$ cat src/rtl/rand_rotation_pool.sv
// rand_rotation_pool: one fresh-mask word served as TAPS+1 byte-rotated copies,
// advancing by a full tap span per consume and reused up to MAX_USES times.
module rand_rotation_pool #(
    parameter int WIDTH    = 216,
    parameter int STEP     = 8,
    parameter int TAPS     = 7,
    parameter int MAX_USES = 4,
    parameter int MIX_MODE = 0,
    parameter int CW       = $clog2(MAX_USES + 1)
) (
    input  logic                      clk,
    input  logic                      rst,
    input  logic [WIDTH-1:0]          fresh_in,
    input  logic                      fresh_valid,
    output logic                      fresh_ready,
    input  logic                      adv,
    output logic                      r_valid,
    output logic [(TAPS+1)*WIDTH-1:0] r_out,
    output logic [CW-1:0]             uses_left,
    output logic                      underflow
);
    typedef enum logic {EMPTY, READY} state_t;

    localparam int ADV = ((TAPS + 1) * STEP) % WIDTH;
    localparam logic [CW-1:0] MAXC = CW'(MAX_USES);
    localparam logic [CW-1:0] LAST = CW'(MAX_USES - 1);

    state_t           r_state, w_state_nx;
    logic [WIDTH-1:0] r_pool, w_pool_nx;
    logic [CW-1:0]    r_use_cnt, w_cnt_nx;
    logic             r_underflow;

    // Shift by WIDTH yields zero, so a rotation of 0 returns v unchanged.
    function automatic logic [WIDTH-1:0] rotr(input logic [WIDTH-1:0] v, input int s);
        return (v >> s) | (v << (WIDTH - s));
    endfunction

    genvar k;
    generate
        for (k = 0; k <= TAPS; k++) begin : g_tap
            assign r_out[k*WIDTH +: WIDTH] = rotr(r_pool, (k * STEP) % WIDTH);
        end
    endgenerate

    assign fresh_ready = (r_state == EMPTY);
    assign r_valid     = (r_state == READY);
    assign uses_left   = (r_state == READY) ? MAXC - r_use_cnt : '0;
    assign underflow   = r_underflow;

    always_comb begin
        w_state_nx = r_state;
        w_pool_nx  = r_pool;
        w_cnt_nx   = r_use_cnt;
        if (r_state == EMPTY) begin
            if (fresh_valid) begin
                w_pool_nx  = (MIX_MODE != 0) ? r_pool ^ fresh_in : fresh_in;
                w_cnt_nx   = '0;
                w_state_nx = READY;
            end
        end else if (adv) begin
            w_pool_nx  = rotr(r_pool, ADV);
            w_cnt_nx   = (r_use_cnt == LAST) ? '0 : r_use_cnt + 1'b1;
            w_state_nx = (r_use_cnt == LAST) ? EMPTY : READY;
        end
    end

    always_ff @(posedge clk or posedge rst) begin
        if (rst) begin
            r_state     <= EMPTY;
            r_pool      <= '0;
            r_use_cnt   <= '0;
            r_underflow <= 1'b0;
        end else begin
            r_state     <= w_state_nx;
            r_pool      <= w_pool_nx;
            r_use_cnt   <= w_cnt_nx;
            r_underflow <= r_underflow | ((r_state == EMPTY) & adv);
        end
    end
endmodule
$ cat config.mk
export PLATFORM = sky130hd
export DESIGN_NAME = rand_rotation_pool
export DESIGN_NICKNAME = d
export VERILOG_FILES = /design/src/rtl/rand_rotation_pool.sv
export SDC_FILE = /design/constraint.sdc
export NUM_CORES = 1
export LEC_CHECK = 0
export CAP_MARGIN = 20
export CORE_AREA = 2 2 755 757
export CTS_CLUSTER_SIZE = 20
export DETAILED_ROUTE_END_ITERATION = 8
export DIE_AREA = 0 0 757 759
export SLEW_MARGIN = 10
export SYNTH_ARGS = -nofsm -noshare
export SYNTH_HDL_FRONTEND = slang
export SYNTH_SLANG_ARGS = --single-unit
$ cat constraint.sdc
create_clock -name clk -period 8.7 [get_ports clk]
set_input_delay 1.305 -clock clk [delete_from_list [all_inputs] [get_ports clk]]
set_output_delay 1.305 -clock clk [all_outputs]
set_load 0.1 [all_outputs]
# == Word level (Yosys, flattened, before mapping) ==
# Cells that the tools add are included.
# classes
n_eq_ne,2
reduce_logical,2
muxes,12
bitwise_logic,11
add_sub_neg,2
# op_table
op,count
216-bit two-way mux,3
152-bit by 216-bit OR with 216-bit output,1
160-bit by 216-bit OR with 216-bit output,1
168-bit by 216-bit OR with 216-bit output,1
176-bit by 216-bit OR with 216-bit output,1
184-bit by 216-bit OR with 216-bit output,1
192-bit by 216-bit OR with 216-bit output,1
200-bit by 216-bit OR with 216-bit output,1
208-bit by 216-bit OR with 216-bit output,1
3-bit two-way mux,5
1-bit two-way mux,4
3-bit by 1-bit adder with 3-bit output (second input constant),1
3-bit by 2-bit == test with 1-bit output (second input constant),1
3-bit subtractor (first input constant),1
2-bit != test (second input constant),1
2-bit AND reduction,1
2-bit nonzero test,1
1-bit AND,1
1-bit inverter,1
1-bit OR,1
# totals
reg_bits,221
output_inout_bits,1734
wordCells,33

# == Depth between registers and ports, before layout ==
# Gate-level depths: netlist (run 1).
# logic_depth
depth_word,4
depth_mapped,7
depth_no_buf,5

# == Worst setup path before layout (run 1) ==
# Ideal clock, no wire load.
# synth_timing
kind,reg-to-output
startpoint,"reg r_state, in the netlist r_valid"
endpoint,out uses_left[2]
stages_incl_launch_ff,5
arrival_ps,3245
path_slack_ps,4150
cell_sequence,dfrtp_1 -> buf_4 -> buf_2 -> inv_1 -> nor2_1
# synth_via
elab_chain_cells,1
# synth_rtl
element,line_no,text
start: declaration,28,"state_t r_state, w_state_nx;"
start signal: assignment,74,r_state <= w_state_nx;
3-bit two-way mux,47,assign uses_left = (r_state == READY) ? MAXC - r_use_cnt : '0;
end: declaration,19,"output logic [CW-1:0] uses_left,"
# No other way between the ends.

# == Final worst setup path (run 1) ==
# layout_timing
startpoint,reg r_pool[153]
endpoint,out r_out[153]
# layout_lines
element,line_no,text
start: declaration,29,"logic [WIDTH-1:0] r_pool, w_pool_nx;"
start signal: assignment,75,r_pool <= w_pool_nx;
end: declaration,18,"output logic [(TAPS+1)*WIDTH-1:0] r_out,"
# No word-level cell between the ends.

==> summary.txt, run 1 <==
Postcts setup bufs: 0
Largest net degree at the start of global routing: 103
PnR worst setup slack: 4.113 ns
CTS Hold Bufs: 0
Critical path buffer and inverter count: 1
Final Wtd Congestion: 0.6568
Fraction of registers with async set/reset: 100.0%
Outcome: completed
Most common cell in the synthesized netlist: buf_4
Count of final hold-check violations: 0
Min Tclk post-route: 4.587 ns
Register area share after synthesis: 25.69%
Slew HR: 10.26%
Root Driver: clkbuf_16
Final Util: 7.184%
H-tree level count: 2
Dominant cell type by area after synthesis: buf_4
Max-cap violations: 0
Critical Path RT: 7.39 ns
First-pass GRT wire length: 302.1 mm
Worst r2r dst: r_pool[51]$_DFFE_PP0P_
Worst slew pin tran: 1.346 ns
Period Utilization, post-route: 52.73%
CP max stage delay: 1.35 ns
Starting Density: 3.796%
Port Buf Inserts: 1,953
Crit Reg-Reg Startpoint: r_valid$_DFF_PP0_
Worst-Skew Late Latency: 0.70 ns
Area share of the largest cell type after synthesis: 53.05%
Largest cells by area after synthesis: buf_4 (53%), dfrtp_1 (26%), mux2i_1 (10%)
Synth-to-layout area growth: 89.22%
Setup WS pre-CTS: 4.553 ns
Total GRT Usage: 8.799%
RSZ-0062 raised after global routing: false
Max Slew Vio Count: 0
Iter 0 DRT Violations: 1,487
Die Span X: 757 µm
Fmax: 218.0 MHz
Final setup viols: 0
Slowest stage cell, crit path: clkdlybuf4s50_1
Initial antenna violation count: 183
Total congestion overflow: 0
CP Capture Type: output port
Worst clock skew: 0.07569 ns
Mapped cell area: 21,530 µm²
TritonCTS Buffers: 36
#FFs+latches synth: 221
WP data arrival: 3.28 ns
Total stage count of the critical path: 1
Reg2Reg Depth: 5
DPL Wire Length: 216.2 mm
Aggregate negative setup slack: 0 ns
# IOs: 1,954
Synth unique cells: 21
Wire length per cell: 25.06 µm
Setup crit start kind: flip-flop
R2r setup slk: 5.30 ns
Post-Synthesis Net Count: 2,700
Final wirelength: 265.9 mm
Commonest register cell after synthesis: dfrtp_1
Vias: 19,406
Syn Area/Cell: 8.687 µm²
Critical Path Fanout Max: 10
Vias in the first global route: 17,675
Synthesized instance count: 2,478
DR DRC count: 0
Min-Delay Path Depth: 2
Synth top cells by count: buf_4 (1,521), dfrtp_1 (221), nand2_1 (219)
Router iterations before antenna repair: 5
Clock Tree Buf Depth: 3
Core Box Area: 567,000 µm²
Die Span Y: 759 µm
Clock-pin slew on the worst setup and hold paths: 0.05 ns
YS warnings: 0
CP Class: flip-flop to output port
Die Area: 574,600 µm²
# rows: 277
Final nets: 3,207
Hold WC Path Type: flip-flop to flip-flop
Crit path from: r_pool[153]$_DFFE_PP0P_
# resized after CTS: 0
TritonCTS clock tree: built
CTS sink cnt: 221
Crit-path cells: clkdlybuf4s50_1
Post-synth EDFFs: 0
Setup crit end: r_out[153]
Crit-path leading delay family: buffers and inverters
Fraction of layout cells with a size suffix above 1: 10.22%
Antenna Violating Nets Remaining: 0
DR vias/cell: 1.829
kinds of logic (layout without fill, tap and decap cells):
family,after synthesis,count (layout),synth area share [%]
buffers and inverters,1590,2125,54.89
adders and majority gates,2,2,0.1162
xor gates and xnor gates,1,1,0.04070
AOI/OAI and AO/OA,222,222,5.196
other,0,64,0
DFF,221,221,25.69
muxes,217,217,10.11
and+or+nand+nor,225,225,3.958
routing by layer:
metal | track usage [%] | wire length, µm | up-vias
met4 | 3.686 | 12470 | 20
met1 | 10.78 | 109000 | 9556
met2 | 14.78 | 124900 | 2080
met3 | 1.956 | 19380 | 275
met5 | 0.008342 | 139 | -
li1 | - | - | 7475
per-stage QoR:
stage	std cells	instance area [µm²]	hold slack, ns
global route	10558	40600	0.5058
floorplan	2478	21530	0.4784
global placement	10476	39270	0.4620
CTS	10544	40520	0.4835
finish	10610	40730	0.4789
detailed placement	10478	39310	0.4709
cells in the final DEF, fill, tap and decap left out, drive strengths merged:
master / instances
ha: 2
nand2: 219
a31oi: 2
buf: 174
xnor2: 1
inv: 11
mux2i: 217
clkbuf: 52
clkinvlp: 4
o21ai: 218
bufinv: 1
nand2b: 1
clkinv: 3
clkdlybuf4s50: 1880
nor2: 3
and2: 1
o31ai: 1
dfrtp: 221
nor2b: 1
diode: 64
a21o: 1
flip-flops by register name, indices dropped and copies added, names as in the netlist:
register and count:
r_pool 216, r_use_cnt 3, r_valid 1, underflow 1
final cells by class:
type	instances	area, µm²
Fill cell	66586	526300
Antenna cell	64	160.2
Tap cell	7533	9425
Inverter	5	26.28
Clock inverter	14	156.4
Clock buffer	52	1051
Sequential cell	221	5629
Timing Repair Buffer	2054	20090
Multi-Input combinational cell	667	4189
worst min path at each step:
stage	slack, ns	endpoint	from
4_1_cts	0.48	r_pool[38]$_DFFE_PP0P_	r_pool[38]$_DFFE_PP0P_
2_1_floorplan	0.48	r_use_cnt[1]$_DFFE_PP0P_	r_use_cnt[1]$_DFFE_PP0P_
3_3_place_gp	0.46	r_pool[38]$_DFFE_PP0P_	r_pool[38]$_DFFE_PP0P_
5_1_grt	0.51	r_pool[154]$_DFFE_PP0P_	r_pool[154]$_DFFE_PP0P_
6_report	0.48	r_pool[154]$_DFFE_PP0P_	r_pool[154]$_DFFE_PP0P_
3_5_place_dp	0.47	r_pool[38]$_DFFE_PP0P_	r_pool[38]$_DFFE_PP0P_
worst reg2reg max path: cells and delay by family (launching register included):
family | cells | cell delay, ns
muxes | 1 | 0.70
AOI/OAI and AO/OA | 1 | 0.25
buffers and inverters | 3 | 1.84
DFF | 1 | 0.47
Power of run 1 is left out: the tool's default activity adds up to more than one toggle a clock period on the data nets, which glitch-free logic cannot reach.
==> run 2, diff against run 1 <==
--- a/config.mk
+++ b/config.mk
@@ -6,10 +6,10 @@
 export NUM_CORES = 1
 export LEC_CHECK = 0
 export CAP_MARGIN = 20
-export CORE_AREA = 2 2 755 757
+export CORE_AREA = 2 2 770 772
 export CTS_CLUSTER_SIZE = 20
 export DETAILED_ROUTE_END_ITERATION = 8
-export DIE_AREA = 0 0 757 759
+export DIE_AREA = 0 0 772 774
 export SLEW_MARGIN = 10
 export SYNTH_ARGS = -nofsm -noshare
 export SYNTH_HDL_FRONTEND = slang
==> constraint.sdc (replaced) <==
create_clock -name clk -period 4.06 [get_ports clk]
set_input_delay 0.609 -clock clk [delete_from_list [all_inputs] [get_ports clk]]
set_output_delay 0.609 -clock clk [all_outputs]
set_load 0.1 [all_outputs]
==> summary.txt, run 2 (synthesis gave the netlist of run 1 again) <==
Fmax: 270.2 MHz
Total GRT Usage: 8.878% (was 8.799%)
First-pass GRT wire length: 313.7 mm (was 302.1 mm)
Count of final hold-check violations: 0 (unchanged)
Worst slew pin tran: 1.385 ns (was 1.346 ns)
Max Slew Vio Count: 0 (unchanged)
Largest regs: r_pool: 216 flops, r_use_cnt: 3 flops (unchanged)
Die Span Y: 774 µm (was 759 µm)
Critical path buffer and inverter count: 1 (unchanged)
H-tree level count: 2 (unchanged)
Wire length per cell: 25.58 µm (was 25.06 µm)
Outcome: completed (unchanged)
Hold WC Path Type: input pin to asynchronous set/reset pin (was flip-flop to flip-flop)
Largest net degree at the start of global routing: 98 (was 103)
Core Box Area: 588,500 µm² (was 567,000 µm²)
# IOs: 1,954 (unchanged)
Critical Path Fanout Max: 9 (was 10)
Max reg flops: 216 (unchanged)
Die Span X: 772 µm (was 757 µm)
TritonCTS clock tree: built (unchanged)
Crit-path cells: clkdlybuf4s50_1 (unchanged)
Die Area: 597,500 µm² (was 574,600 µm²)
Vias: 19,876 (was 19,406)
# resized after CTS: 0 (unchanged)
Slew HR: 7.673% (was 10.26%)
Fraction of layout cells with a size suffix above 1: 54.63% (was 10.22%)
Critical Path RT: 3.45 ns (was 7.39 ns)
TritonCTS Buffers: 39 (was 36)
Final Util: 6.560% (was 7.184%)
Min Tclk post-route: 3.701 ns
Final wirelength: 280.1 mm (was 265.9 mm)
Commonest non-fill, non-tap cell in the layout: buf_4 (was clkdlybuf4s50_1)
Root Driver: clkbuf_16 (unchanged)
Most frequent cells in the layout: buf_4 (1,492), clkdlybuf4s50_1 (575), nand2_1 (219), mux2i_1 (213), o21ai_0 (178) (was clkdlybuf4s50_1 (1,880), nand2_1 (219), mux2i_1 (216), o21ai_0 (178), dfrtp_1 (148))
Worst-Skew Late Latency: 0.73 ns (was 0.70 ns)
WP data arrival: 3.09 ns (was 3.28 ns)
Period Utilization, post-route: 91.17%
DR DRC count: 0 (unchanged)
Aggregate negative setup slack: 0 ns (unchanged)
Slowest stage cell, crit path: clkdlybuf4s50_1 (unchanged)
Setup crit start kind: flip-flop (unchanged)
CTS sink cnt: 221 (unchanged)
Iter 0 DRT Violations: 1,461 (was 1,487)
Initial antenna violation count: 187 (was 183)
Worst clock skew: 0.07075 ns (was 0.07569 ns)
Clock Tree Buf Depth: 3 (unchanged)
Final nets: 3,272 (was 3,207)
Final setup viols: 0 (unchanged)
Synth-to-layout area growth: 79.37% (was 89.22%)
RSZ-0062 raised after global routing: false (unchanged)
CP Capture Type: output port (unchanged)
DPL Wire Length: 236.5 mm (was 216.2 mm)
Router iterations before antenna repair: 5 (unchanged)
Starting Density: 3.657% (was 3.796%)
CTS Hold Bufs: 0 (unchanged)
Max-cap violations: 0 (unchanged)
Clock-pin slew on the worst setup and hold paths: 0.06 ns (was 0.05 ns)
Biggest register: r_pool (unchanged)
CP max stage delay: 1.31 ns (was 1.35 ns)
# rows: 282 (was 277)
Final Wtd Congestion: 0.6819 (was 0.6568)
Postcts setup bufs: 0 (unchanged)
Crit-path leading delay family: buffers and inverters (unchanged)
Total congestion overflow: 0 (unchanged)
Antenna Violating Nets Remaining: 0 (unchanged)
CP Class: flip-flop to output port (unchanged)
Port Buf Inserts: 1,953 (unchanged)
Vias in the first global route: 16,908 (was 17,675)
DR vias/cell: 1.815 (was 1.829)
## run 2: changes by cell type in the layout (fill, tap and decap cells not counted), moves of 3 or more
cell             previous run  this run
inv_6                       4         7
buf_2                      38        27
clkbuf_8                    9         2
clkbuf_16                  36        40
diode_2                    64        58
buf_4                     132      1492
mux2i_2                     0         3
clkdlybuf4s50_1          1880       575
clkinv_2                    1         4
buf_12                      2        15
mux2i_1                   216       213
## run 2: final timing paths
path | slack, ns | cells past startpoint | from | to
max | 0.36 | 1 | r_pool[49]$_DFFE_PP0P_ | r_out[881]
min | 0.26 | 2 | rst | r_pool[170]$_DFFE_PP0P_
max reg2reg | 1.64 | 5 | r_valid$_DFF_PP0_ | r_pool[195]$_DFFE_PP0P_
min reg2reg | 0.49 | 2 | r_pool[24]$_DFFE_PP0P_ | r_pool[24]$_DFFE_PP0P_
max in group asynchronous | 2.66 | 3 | rst | r_pool[66]$_DFFE_PP0P_
min in group clk | 0.49 | 2 | r_pool[24]$_DFFE_PP0P_ | r_pool[24]$_DFFE_PP0P_
## run 2: final cells by class
cell class	count	area (µm²)
Inverter	5	22.52
Fill cell	68855	549900
Timing Repair Buffer	2116	17540
Tap cell	7810	9772
Sequential cell	221	5630
Multi-Input combinational cell	667	4200
Clock buffer	51	1062
Clock inverter	21	240.2
Antenna cell	58	145.1
## run 2: metal layers
metal	share of wire [%]	GRT usage, %
met1	41	10.69
met2	49	15.83
met3	6.1	1.684
met4	3.7	2.713
met5	0.24	0
## run 2: through the flow
step / setup slack, ns / cells / hold WS [ns] / area (µm²)
2_1_floorplan: 0.2060 / 2478 / 0.4784 / 21530
3_3_place_gp: 0.9579 / 10811 / 0.4649 / 36980
3_5_place_dp: 0.9552 / 10819 / 0.4732 / 37160
4_1_cts: 0.04106 / 10891 / 0.1600 / 38460
5_1_grt: 0.1093 / 10908 / 0.2090 / 38510
6_report: 0.3586 / 10949 / 0.2589 / 38610
Power of run 2 is left out for the same reason.
